$ cat src/rtl/nn_pkg.sv
// rtl/nn_pkg.sv - shared opcodes, controller state encoding and strobe decode for the nn block
//
// Shared by nn_layer_ctrl, nn_loop_cnt and alu. No ports.
//   OP_*      : ALU opcodes (alu decodes the same values)
//   ST_*      : nn_layer_ctrl FSM state encoding
//   strobe_t  : per-state memory/aggregator strobes
//   decode_strobes : state -> strobes, kept here so the encoding and its
//                    meaning live in one place
package nn_pkg;

  localparam int OPCODE_W = 2;
  localparam int STATE_W  = 3;

  localparam logic [OPCODE_W-1:0] OP_NOP = 2'd0;
  localparam logic [OPCODE_W-1:0] OP_MUL = 2'd1;
  localparam logic [OPCODE_W-1:0] OP_ADD = 2'd2;

  localparam logic [STATE_W-1:0] ST_IDLE  = 3'd0;
  localparam logic [STATE_W-1:0] ST_CLEAR = 3'd1;
  localparam logic [STATE_W-1:0] ST_READ  = 3'd2;
  localparam logic [STATE_W-1:0] ST_DRAIN = 3'd3;
  localparam logic [STATE_W-1:0] ST_WRITE = 3'd4;
  localparam logic [STATE_W-1:0] ST_DONE  = 3'd5;

  typedef struct packed {
    logic rd;    // input + weight memory read
    logic clr;   // aggregator clear
    logic we;    // output memory write
    logic dn;    // job-complete pulse
    logic busy;  // anything but IDLE
  } strobe_t;

  // Strobes are pure functions of the state register, so none of them has a
  // combinational path from the block inputs.
  function automatic strobe_t decode_strobes(input logic [STATE_W-1:0] st);
    strobe_t s;
    s      = '0;
    s.rd   = (st == ST_READ);
    s.clr  = (st == ST_CLEAR);
    s.we   = (st == ST_WRITE);
    s.dn   = (st == ST_DONE);
    s.busy = (st != ST_IDLE);
    return s;
  endfunction

endpackage

$ cat src/rtl/nn_loop_cnt.sv
// rtl/nn_loop_cnt.sv - loop index counter with clear, increment and terminal-count flag
//
// Ports:
//   clk, rst : clock, synchronous active-high reset
//   clr      : force the count to 0 (wins over inc)
//   inc      : advance the count by one
//   limit    : loop trip count; last is meaningful only for limit != 0
//   cnt      : current index
//   last     : cnt is the final index (limit-1)
module nn_loop_cnt
  import nn_pkg::*;
#(
  parameter int W = 8
) (
  input  logic         clk,
  input  logic         rst,
  input  logic         clr,
  input  logic         inc,
  input  logic [W-1:0] limit,
  output logic [W-1:0] cnt,
  output logic         last
);

  always_ff @(posedge clk) begin
    if (rst) begin
      cnt <= '0;
    end else if (clr) begin
      cnt <= '0;
    end else if (inc) begin
      cnt <= cnt + W'(1);
    end
  end

  // Comparing against limit-1 instead of limit means the counter only ever
  // reaches limit itself on the final increment, so a 2^W-1 trip count never
  // wraps.
  assign last = (cnt == (limit - W'(1)));

endmodule

$ cat src/rtl/nn_layer_ctrl.sv
// rtl/nn_layer_ctrl.sv - sequencer for one fully-connected layer (memory walk, ALU op, aggregator strobes)
//
// Ports:
//   clk, rst             : clock, synchronous active-high reset
//   start                : job request, looked at only in IDLE
//   cfg_n_in, cfg_n_out  : inputs per neuron / neurons in layer, latched on start
//   busy                 : high in every state except IDLE
//   done                 : one-cycle pulse at the end of a job
//   mem_rd_en            : read strobe to input and weight memories
//   in_addr              : input activation index i
//   w_addr               : weight address j*n_in+i (running counter)
//   alu_op               : OP_MUL while accumulating, else OP_NOP
//   agg_clr, agg_en      : aggregator clear / accumulate
//   out_we, out_addr     : output memory write strobe and neuron index j
module nn_layer_ctrl
  import nn_pkg::*;
#(
  parameter int CNT_W   = 8,
  parameter int WADDR_W = 16,
  parameter int OP_W    = 2
) (
  input  logic               clk,
  input  logic               rst,
  input  logic               start,
  input  logic [CNT_W-1:0]   cfg_n_in,
  input  logic [CNT_W-1:0]   cfg_n_out,
  output logic               busy,
  output logic               done,
  output logic               mem_rd_en,
  output logic [CNT_W-1:0]   in_addr,
  output logic [WADDR_W-1:0] w_addr,
  output logic [OP_W-1:0]    alu_op,
  output logic               agg_clr,
  output logic               agg_en,
  output logic               out_we,
  output logic [CNT_W-1:0]   out_addr
);

  logic [STATE_W-1:0] state;
  logic [STATE_W-1:0] state_nx;
  strobe_t            strb;

  logic [CNT_W-1:0]   n_in_q;
  logic [CNT_W-1:0]   n_out_q;
  logic [WADDR_W-1:0] w_addr_q;
  logic               acc_q;

  logic [CNT_W-1:0]   i_cnt;
  logic [CNT_W-1:0]   j_cnt;
  logic               i_last;
  logic               j_last;

  logic               job_ok;
  logic               accept;
  logic               j_inc;

  // An empty job (either count zero) still completes through DONE so the
  // caller always sees exactly one done pulse per start.
  assign job_ok = (cfg_n_in != '0) && (cfg_n_out != '0);
  assign accept = (state == ST_IDLE) && start && job_ok;
  assign strb   = decode_strobes(state);
  assign j_inc  = (state == ST_WRITE) && !j_last;

  always_comb begin
    state_nx = state;
    case (state)
      ST_IDLE: begin
        if (start) begin
          state_nx = job_ok ? ST_CLEAR : ST_DONE;
        end
      end
      ST_CLEAR: state_nx = ST_READ;
      ST_READ: begin
        if (i_last) begin
          state_nx = ST_DRAIN;
        end
      end
      ST_DRAIN: state_nx = ST_WRITE;
      ST_WRITE: state_nx = j_last ? ST_DONE : ST_CLEAR;
      ST_DONE:  state_nx = ST_IDLE;
      default:  state_nx = ST_IDLE;
    endcase
  end

  always_ff @(posedge clk) begin
    if (rst) begin
      state <= ST_IDLE;
    end else begin
      state <= state_nx;
    end
  end

  // Counts are frozen for the whole job; later cfg_* activity is ignored.
  always_ff @(posedge clk) begin
    if (rst) begin
      n_in_q  <= '0;
      n_out_q <= '0;
    end else if (accept) begin
      n_in_q  <= cfg_n_in;
      n_out_q <= cfg_n_out;
    end
  end

  // Weight address runs straight through all neurons: row-major weights make
  // j*n_in+i simply the number of reads issued so far in this job.
  always_ff @(posedge clk) begin
    if (rst) begin
      w_addr_q <= '0;
    end else if (accept) begin
      w_addr_q <= '0;
    end else if (strb.rd) begin
      w_addr_q <= w_addr_q + WADDR_W'(1);
    end
  end

  // Memory read data arrives one cycle after the strobe, so accumulation is
  // the read strobe delayed by one register. The last read's accumulate
  // therefore lands in DRAIN.
  always_ff @(posedge clk) begin
    if (rst) begin
      acc_q <= 1'b0;
    end else begin
      acc_q <= strb.rd;
    end
  end

  nn_loop_cnt #(
    .W(CNT_W)
  ) u_i_cnt (
    .clk  (clk),
    .rst  (rst),
    .clr  (strb.clr),
    .inc  (strb.rd),
    .limit(n_in_q),
    .cnt  (i_cnt),
    .last (i_last)
  );

  nn_loop_cnt #(
    .W(CNT_W)
  ) u_j_cnt (
    .clk  (clk),
    .rst  (rst),
    .clr  (accept),
    .inc  (j_inc),
    .limit(n_out_q),
    .cnt  (j_cnt),
    .last (j_last)
  );

  assign busy      = strb.busy;
  assign done      = strb.dn;
  assign mem_rd_en = strb.rd;
  assign agg_clr   = strb.clr;
  assign out_we    = strb.we;
  assign agg_en    = acc_q;
  assign alu_op    = acc_q ? OP_W'(OP_MUL) : OP_W'(OP_NOP);
  assign in_addr   = i_cnt;
  assign out_addr  = j_cnt;
  assign w_addr    = w_addr_q;

endmodule

$ cat config.mk
export PLATFORM = sky130hd
export DESIGN_NAME = nn_layer_ctrl
export DESIGN_NICKNAME = d
export VERILOG_FILES = /design/src/rtl/nn_pkg.sv /design/src/rtl/nn_loop_cnt.sv /design/src/rtl/nn_layer_ctrl.sv
export SDC_FILE = /design/constraint.sdc
export NUM_CORES = 1
export LEC_CHECK = 0
export CAP_MARGIN = 10
export CELL_PAD_IN_SITES_DETAIL_PLACEMENT = 0
export CELL_PAD_IN_SITES_GLOBAL_PLACEMENT = 1
export CORE_MARGIN = 8
export CORE_UTILIZATION = 37
export DETAILED_ROUTE_END_ITERATION = 16
export GPL_TIMING_DRIVEN = 0
export MAX_ROUTING_LAYER = met4
export PLACE_DENSITY = 0.76
export SLEW_MARGIN = 0
export SYNTH_ARGS = -nofsm -noshare
export SYNTH_HDL_FRONTEND = slang
export SYNTH_SLANG_ARGS = --single-unit
$ cat constraint.sdc
create_clock -name clk -period 2.6 [get_ports clk]
set_input_delay 0.39 -clock clk [delete_from_list [all_inputs] [get_ports clk]]
set_output_delay 0.39 -clock clk [all_outputs]
set_load 0.05 [all_outputs]
## After elaboration in Yosys (flattened, before gate mapping)

Cells that the tools add are included.

- Add/subtract/negate cells: 5
- Multipliers: 0
- Div/mod/pow operators: 0
- Order comparisons: 0
- Equal/unequal tests: 9
- Shift-type cells: 0
- Multiplexer cells: 6
- Bitwise gates (word level): 0
- Reduce and logical (&&, ||, !) cells: 12

Operators by type and width:

| kind | number |
|---|---|
| adder 16 x 1 -> 16 bit (second input constant) | 1 |
| adder 8 x 1 -> 8 bit (second input constant) | 2 |
| equality test 8 bit | 2 |
| nonzero test 8 bit | 2 |
| subtractor 8 x 1 -> 8 bit (second input constant) | 2 |
| one-hot mux 3 bit (5 select lines) | 1 |
| 2-to-1 mux 3 bit | 4 |
| equality test 3 x 2 -> 1 bit (second input constant) | 2 |
| equality test 3 bit (second input constant) | 2 |
| logical AND 1 bit | 4 |
| OR reduction 2 bit | 2 |
| equality test 3 x 1 -> 1 bit (second input constant) | 1 |
| zero test 3 bit | 1 |
| nonzero test 3 bit | 1 |
| != test 2 x 1 -> 1 bit (second input constant) | 1 |
| != test 2 bit (second input constant) | 1 |
| AND reduction 2 bit | 1 |
| zero test 1 bit | 1 |
| 2-to-1 mux 1 bit | 1 |

- Register bits: 52
- Bits in latches: 0
- RAM bits: 0
- Memory bits (read-only): 0
- Input bits: 19
- Output and inout port bits: 40
- Word-level logic and storage cells: 39
- Memories kept: 0

## Longest topological paths before layout

Gate-level depths: netlist of the first run.

- Depth in word-level cells: 5
- Depth in mapped cells: 10
- Depth with buffers taken out: 8

## Cells and area by module

From an unflattened synthesis of the first run, not the netlist that was laid out.

- Cell total of the unflattened synthesis: 339
- Area total of the unflattened synthesis: 2,942.8 µm²

Modules (own cells, without submodules):

| module | instances | cells each | area an instance (µm²) |
|---|---|---|---|
| nn_layer_ctrl | 1 | 197 | 1,766.7 |
| nn_loop_cnt | 2 | 71 | 588.1 |

## Worst setup path after synthesis of the first run

No wires, ideal clock.

- Kind: reg-to-reg
- From: register u_j_cnt.cnt[7]
- To: register u_j_cnt.cnt[7]
- Arrival time: 2,197 ps
- Data required time: 2,529 ps
- Path slack: 333 ps
- Cell stages (with the launch flop): 7
- Buffers on the path: 0
- Period minus slack after synthesis: 2,267 ps
- Cells stage by stage: dfxtp_1 xor2_1 and4bb_1 nor4_2 nor4_2 or4_1 a21oi_1

- Cells in the longest elaborated chain, start to end: 3
- Elaborated cells on any way between the ends: 4
- Classes of those cells: add/sub (1); eq/ne (1); reduce/logical (2)

RTL lines:

| element | RTL line | text |
|---|---|---|
| from (decl) | nn_loop_cnt.sv:20 | `output logic [W-1:0] cnt,` |
| from (signal assigned) | nn_loop_cnt.sv:30 | `cnt <= cnt + W'(1);` |
| branches (longest 3 deep; another with adder 8 x 1 -> 8 bit) | - |  |

Several ways; the timed one is not identified.
A chain may end at the register's enable or synchronous reset.

## Worst setup path after layout of the first run

- From: register state[0]
- To: output out_we

- Cells in the longest elaborated chain, start to end: 1

RTL lines:

| element | RTL line | text |
|---|---|---|
| from (decl) | nn_layer_ctrl.sv:39 | `logic [STATE_W-1:0] state;` |
| from (signal assigned) | nn_layer_ctrl.sv:89 | `state <= state_nx;` |
| equality test 3 bit | nn_pkg.sv:40 | `s.we = (st == ST_WRITE);` |
| to (decl) | nn_layer_ctrl.sv:35 | `output logic out_we,` |

Every way passes these cells.

==> results of run 1 <==
==> per-layer routing <==
layer,part of all wire,vias to the layer above,global-route usage
li1,-,1238,-
met1,0.50,1064,0.174
met2,0.46,32,0.206
met3,0.027,2,0.0234
met4,0.0061,0,0.0401
met5,0,-,-
==> registers in the layout (all words and copies together) (netlist names) <==
signal	flops
n_out_q	8
u_i_cnt.cnt	8
state	3
u_j_cnt.cnt	8
agg_en	1
w_addr	16
n_in_q	8
==> critical path: cells and delay by family, from the launching register on <==
kind / cells / cell delay, ns
buffers and inverters: 3 / 0.97
flip-flops: 1 / 0.31
AND/OR/NAND/NOR: 1 / 0.47
==> Yosys cell counts (6+ instances only) <==
master / count
nor3_1: 8
dfxtp_1: 52
and3_1: 7
nand4_1: 10
buf_2: 6
o21ai_1: 8
xnor2_1: 20
clkbuf_1: 6
mux2i_1: 18
nand3_1: 8
a21oi_1: 16
nand2_1: 17
or3_1: 9
inv_1: 12
nor2_1: 53
nor4_1: 6
xor2_1: 20
==> metrics by stage <==
stage	setup WS (ns)	total power [mW]	cells	hold slack (ns)	TNS, ns
floorplan	0.333	1.47	320	0.484	0
CTS	0.00325	2.30	482	0.472	0
global route	0.00759	2.42	483	0.484	0
global placement	-0.135	1.65	475	0.503	-0.253
finish	0.159	2.29	483	0.460	0
detailed placement	-0.0830	1.65	475	0.505	-0.0830
==> how the worst max path moves through the flow <==
stage                                start                          end  slack, ns  cells past startpoint
5_1_grt              state[0]$_SDFFE_PP0P_      w_addr[15]$_SDFFE_PP0P_      0.008                      6
3_3_place_gp         state[0]$_SDFFE_PP0P_                    mem_rd_en      -0.14                      4
2_1_floorplan  u_j_cnt.cnt[7]$_SDFFE_PP0P_  u_j_cnt.cnt[7]$_SDFFE_PP0P_       0.33                      6
4_1_cts            n_out_q[0]$_SDFFE_PP0P_  u_j_cnt.cnt[1]$_SDFFE_PP0P_      0.003                     10
6_report             state[0]$_SDFFE_PP0P_                       out_we       0.16                      4
3_5_place_dp         state[0]$_SDFFE_PP0P_                    mem_rd_en      -0.08                      4
==> cell families (layout without fill, tap and decap cells) <==
logic type	after synthesis	after routing	share of synthesized area
adders and majority gates	5	5	0.0231
muxes	18	18	0.0666
and+or+nand+nor	138	138	0.268
DFF	52	52	0.385
xor gates and xnor gates	40	40	0.130
other	1	1	0.00139
AOI/OAI and AO/OA	38	38	0.0805
buffers and inverters	28	92	0.0458
==> report_power, final <==
| group | internal (mW) | switching (mW) |
|---|---|---|
| combinational | 0.298 | 0.417 |
| clock | 0.379 | 0.269 |
| sequential | 0.854 | 0.0737 |
==> cell usage in the layout, fill, tap and decap left out, types with 2 or more instances in the layout <==
cell type and count:
clkdlybuf4s50_1 54, nor2_1 53, dfxtp_1 51, xor2_1 20, xnor2_1 20, mux2i_1 18, nand2_1 17, a21oi_1 16
inv_1 12, nand4_1 10, or3_1 9, nor3_1 8, nand3_1 8, o21ai_1 8, and3_1 7, buf_2 6
nor4_1 6, clkbuf_1 5, ha_1 5, clkbuf_8 5, and2_1 4, o21ai_0 4, a211oi_1 4, buf_4 4
nand2b_1 2, nand4b_1 2, nand3b_1 2, nor4_4 2, and4_1 2, or4_1 2, bufinv_16 2
==> repair_timing <==
action                                  CTS  global route
setup buffers                             0             1
pin swaps                                 0             1
gates resized for setup                   4             4
cloned                                    0             0
endpoints found under the setup margin    2            10
hold buffers                              0             0
==> layout make-up <==
type	instances	area, um^2
sequential	52	1040
tap	99	124
inverter	12	45.0
clock buffer	5	68.8
multi-input combinational	240	1550
clock inverter	2	60.1
buffer	16	80.1
fill	711	3640
timing repair buffer	57	568
==> results.sh, run 1 <==
export IMPL_async_flop_share=0
export IMPL_cp_max_fo=9
export IMPL_r2r_slack_ns=0.18
export IMPL_syn_area_mm2=0.00271
export IMPL_grt_pass1_wl_mm=10.9
export IMPL_setup_viol=0
export IMPL_grt_max_degree=16
export IMPL_ys_ff_latch=52
export IMPL_grtUsageTotal=0.134
export IMPL_area_delta_synth_final_pct=30.8
export IMPL_wire_per_inst_um=13.6
export IMPL_core_area_mm2=0.00718
export IMPL_start_util=0.377
export IMPL_syn_avg_cell_area_um2=8.45
export IMPL_rr_startpoint="n_out_q[1]$_SDFFE_PP0P_"
export IMPL_r2r_end="u_j_cnt.cnt[7]$_SDFFE_PP0P_"
export IMPL_whs_endpoint="n_out_q[6]$_SDFFE_PP0P_"
export IMPL_synth_flop_cell="dfxtp_1"
export IMPL_synth_distinct_cells=40
export IMPL_fmax_mhz=410
export IMPL_rr_worst_depth=9
export IMPL_drt_vias_per_instance=4.84
export IMPL_netlist_area_leader_share=0.385
export IMPL_syn_nets=344
export IMPL_clk_pin_slew_ns=0.09
export IMPL_cts_num_sinks=52
export IMPL_place_area_mm2=0.00339
export IMPL_yosys_warnings=0
export IMPL_powerDensity_mw_per_mm2=648
export IMPL_yosysSeqAreaShare=0.385
export IMPL_vias=2336
export IMPL_slew_limit_headroom=0.599
export IMPL_fin_util=0.493
export IMPL_grt_antenna_before_repair=0
export IMPL_yosysTopAreaCell="dfxtp_1"
export IMPL_overflow=0
export IMPL_rsz0062_at_grt="false"
export IMPL_drt_iter0_drc=89
export IMPL_critical_path_class="reg2out"
export IMPL_clk_path_buf_depth=2
export IMPL_die_x_um=102
export IMPL_clock_skew_ns=0.00445
export IMPL_antennaDiodeCount=0
export IMPL_status="completed"
export IMPL_vdd_ir_drop_worst_v=0.000409
export IMPL_numCtsBuffers=5
export IMPL_drc_errors=0
export IMPL_fin_crit_ns=2.44
export IMPL_min_path_cells=2
export IMPL_synthCells=320
export IMPL_crit_required_ns=2.21
export IMPL_hp_start="rst"
export IMPL_first_global_vias=2255
export IMPL_synthTopCellsByArea="dfxtp_1 38%, nor2_1 7.4%, mux2i_1 6.7%"
export IMPL_worstPathCellList="clkbuf_1 > or3_1 > inv_1 > dlygate4sd2_1"
export IMPL_io_buffers=56
export IMPL_synth_edf_count=0
export IMPL_drt_wl_total_mm=6.56
export IMPL_finalHoldViolCount=0
export IMPL_slowest_delay_ns=0.57
export IMPL_die_h_um=102
export IMPL_root_buffer="clkbuf_8"
export IMPL_fin_nets=408
export IMPL_crit_arrival_ns=2.05
export IMPL_htree_num_levels=2
export IMPL_design_area_mm2=0.00354
export IMPL_dpl_hpwl_mm=4.96
export IMPL_cts_tree="yes"
export IMPL_cap_violations=0
export IMPL_globalplace_congestion=0.839
export IMPL_startpoint_type="flop"
export IMPL_row_count=31
export IMPL_cp_end_kind="output port"
export IMPL_die_area_mm2=0.0103
export IMPL_worst_pin_slew_ns=0.598
export IMPL_ant_nets=0
export IMPL_clock_latency_ns=0.30
export IMPL_layout_drive_gt1_share=0.0625
export IMPL_p_leak_nw=1.35
export IMPL_dr_pass1_iters=4
export IMPL_slew_viol_final=0
export IMPL_ios=59
export IMPL_min_path_type="in2reg"
export IMPL_post_route_period_util=0.939
export IMPL_cpMaxStageDelayCell="dlygate4sd2_1"
(Power assumes the default switching activity.)
==> run 2: changes to the inputs <==
Settings changed: CORE_UTILIZATION 37 to 39, PLACE_DENSITY 0.76 to 0.78, SYNTH_HIERARCHICAL set to 1.
==> run 2 against run 1 <==
Compared with the run above:
- cell count up 5.2%
- via count up 12%
- utilization up 3.0 points
- wire length up 10%
- global-route usage up 1.6 points
- clock skew up 0.0049 ns
- combinational power down 48%
- first-iteration DRC count down 13%
- synthesized cell count up 5.9%
- sequential power down 7.3%
- power down 27%
- fmax down 1.0%
- highest routed layer unchanged
==> results.sh, run 2 <==
export IMPL_status="completed"
export IMPL_drt_iter0_drc=77
export IMPL_slew_limit_headroom=0.655
export IMPL_netlist_area_leader_share=0.354
export IMPL_fmax_mhz=406
export IMPL_largest_reg_flops=16
export IMPL_cp_max_fo=10
export IMPL_ys_ff_latch=52
export IMPL_die_x_um=103
export IMPL_layout_common_cells="53 x clkdlybuf4s50_1, 49 x dfxtp_1, 38 x nand2b_1"
export IMPL_clock_latency_ns=0.31
export IMPL_cts_hold_buf=0
export IMPL_fin_nets=433
export IMPL_setup_slack_ns=0.135
export IMPL_cts_tree="yes"
export IMPL_fin_setup_tns_ns=0
export IMPL_startpoint_type="flop"
export IMPL_slew_viol_final=0
export IMPL_grt_antenna_before_repair=0
export IMPL_fillers=758
export IMPL_drt_vias_per_instance=5.14
export IMPL_wire_per_inst_um=14.3
export IMPL_grt_pass1_wl_mm=12.3
export IMPL_io_buffers=57
export IMPL_p_leak_nw=1.35
export IMPL_p_int_mw=1.18
export IMPL_worst_pin_slew_ns=0.516
export IMPL_p_clk_frac=0.268
export IMPL_fin_crit_ns=2.47
export IMPL_dp_cells=495
export IMPL_vdd_ir_drop_worst_v=0.000194
export IMPL_crit_arrival_ns=2.08
export IMPL_globalplace_congestion=0.840
export IMPL_cap_violations=0
export IMPL_grt_max_degree=15
export IMPL_overflow=0
export IMPL_rsz0062_at_grt="true"
export IMPL_clock_skew_ns=0.00938
export IMPL_finalHoldViolCount=0
export IMPL_net_switching_power_mw=0.497
export IMPL_yosysTopAreaCell="dfxtp_1"
export IMPL_power_frac_comb=0.220
export IMPL_setup_viol=0
export IMPL_root_buffer="clkbuf_8"
export IMPL_min_path_type="reg2reg"
export IMPL_core_area_mm2=0.00729
export IMPL_dpl_hpwl_mm=5.49
export IMPL_cts_num_sinks=52
export IMPL_powerDensity_mw_per_mm2=440
export IMPL_ys_top_cells_by_count="52 x dfxtp_1, 38 x nand2b_1, 22 x mux2i_1, 22 x nor2_1, 21 x nor3_1"
export IMPL_syn_area_mm2=0.00294
export IMPL_drc_errors=0
export IMPL_cp_end_kind="output port"
export IMPL_whs_ns=0.503
export IMPL_die_h_um=103
export IMPL_synth_edf_count=0
export IMPL_design_area_mm2=0.00381
export IMPL_p_seq_frac=0.512
export IMPL_vias=2613
export IMPL_syn_avg_cell_area_um2=8.68
export IMPL_worstPathCellList="clkbuf_1 > nor3b_1 > dlygate4sd2_1"
export IMPL_drt_wl_total_mm=7.25
export IMPL_post_synth_top_count_cell="dfxtp_1"
export IMPL_fin_cells=508
export IMPL_slowest_delay_ns=0.59
export IMPL_ant_nets=0
export IMPL_syn_nets=363
export IMPL_clk_pin_slew_ns=0.09
export IMPL_swShare=0.296
export IMPL_crit_required_ns=2.21
export IMPL_die_area_mm2=0.0106
export IMPL_first_global_vias=2538
export IMPL_synth_distinct_cells=46
export IMPL_yosys_warnings=6
export IMPL_htree_num_levels=2
export IMPL_post_route_period_util=0.948
export IMPL_async_flop_share=0
export IMPL_synthTopCellsByArea="dfxtp_1 35%, nand2b_1 8.1%, mux2i_1 7.5%"
export IMPL_critical_path_class="reg2out"
export IMPL_cpMaxStageDelayCell="dlygate4sd2_1"
export IMPL_row_count=31
export IMPL_ios=59
export IMPL_start_util=0.404
export IMPL_place_area_mm2=0.00364
export IMPL_numCtsBuffers=5
export IMPL_mostFrequentLayoutCell="clkdlybuf4s50_1"
export IMPL_dpl_worst_slack_ns=-0.202
export IMPL_antennaDiodeCount=0
export IMPL_area_delta_synth_final_pct=29.5
export IMPL_grtUsageTotal=0.149
export IMPL_clk_path_buf_depth=2
export IMPL_dr_pass1_iters=4
export IMPL_yosysSeqAreaShare=0.354
export IMPL_layout_drive_gt1_share=0.103
export IMPL_synthCells=339
export IMPL_synth_flop_cell="dfxtp_1"
[run 2: cells by family (layout without fill, tap and decap cells)]
logic type / count (synthesis) / after routing / share of synthesized area
AO/OA/AOI/OAI: 31 / 31 / 0.0710
XOR/XNOR: 37 / 37 / 0.110
AND/OR/NAND/NOR: 160 / 160 / 0.324
other: 1 / 1 / 0.00127
multiplexers: 22 / 22 / 0.0748
flip-flops: 52 / 52 / 0.354
adder cells (fa/ha/maj): 5 / 5 / 0.0213
buffers and inverters: 31 / 101 / 0.0434
[run 2: final timing paths]
path | start | end | slack (ns) | cells past startpoint
max | state[0]$_SDFFE_PP0P_ | agg_clr | 0.13 | 3
min | n_in_q[7]$_SDFFE_PP0P_ | n_in_q[7]$_SDFFE_PP0P_ | 0.50 | 2
max reg2reg | state[0]$_SDFFE_PP0P_ | u_j_cnt/cnt[1]$_SDFFE_PP0P_ | 0.23 | 8
min reg2reg | n_in_q[7]$_SDFFE_PP0P_ | n_in_q[7]$_SDFFE_PP0P_ | 0.50 | 2
[run 2: critical path: cells and delay by family (launching register included)]
kind,cells,cell delay (ns)
buffers and inverters,2,0.97
DFF,1,0.33
and+or+nand+nor,1,0.47
[run 2: layout make-up]
class	count	area, um^2	share of cell area
clock inverters	1	5.00	0.00131
plain buffers	22	98.8	0.0259
repair buffers	63	618	0.162
inverters	9	33.8	0.00886
multi-input cells	256	1810	0.476
clock buffers	6	72.6	0.0190
flip-flops and latches	52	1050	0.275
well taps	99	124	0.0325
[run 2: power by group through the flow]
stage	clock (mW)	combinational (mW)	sequential, mW
4_1_cts	0.466	0.356	0.859
6_report	0.449	0.370	0.859
2_1_floorplan	0	0.246	0.881
3_5_place_dp	0	0.356	0.877
5_1_grt	0.507	0.407	0.865
3_3_place_gp	0	0.352	0.877
[run 2: what timing repair did]
action	CTS	global route
cloned	0	0
buffers inserted	1	5
pin swaps	0	4
setup endpoints to repair	4	9
gates resized for setup	5	17
[run 2: per-stage QoR]
stage	utilization	total power, mW
after floorplan	-	1.13
after global placement	0.499	1.23
after detailed placement	0.499	1.23
after CTS	0.511	1.68
after global routing	0.523	1.78
final	0.523	1.68
[run 2: per-layer routing]
layer	track usage	part of all wire
met4	0.0423	0.012
met5	-	0
met1	0.194	0.49
met3	0.0324	0.052
met2	0.228	0.44
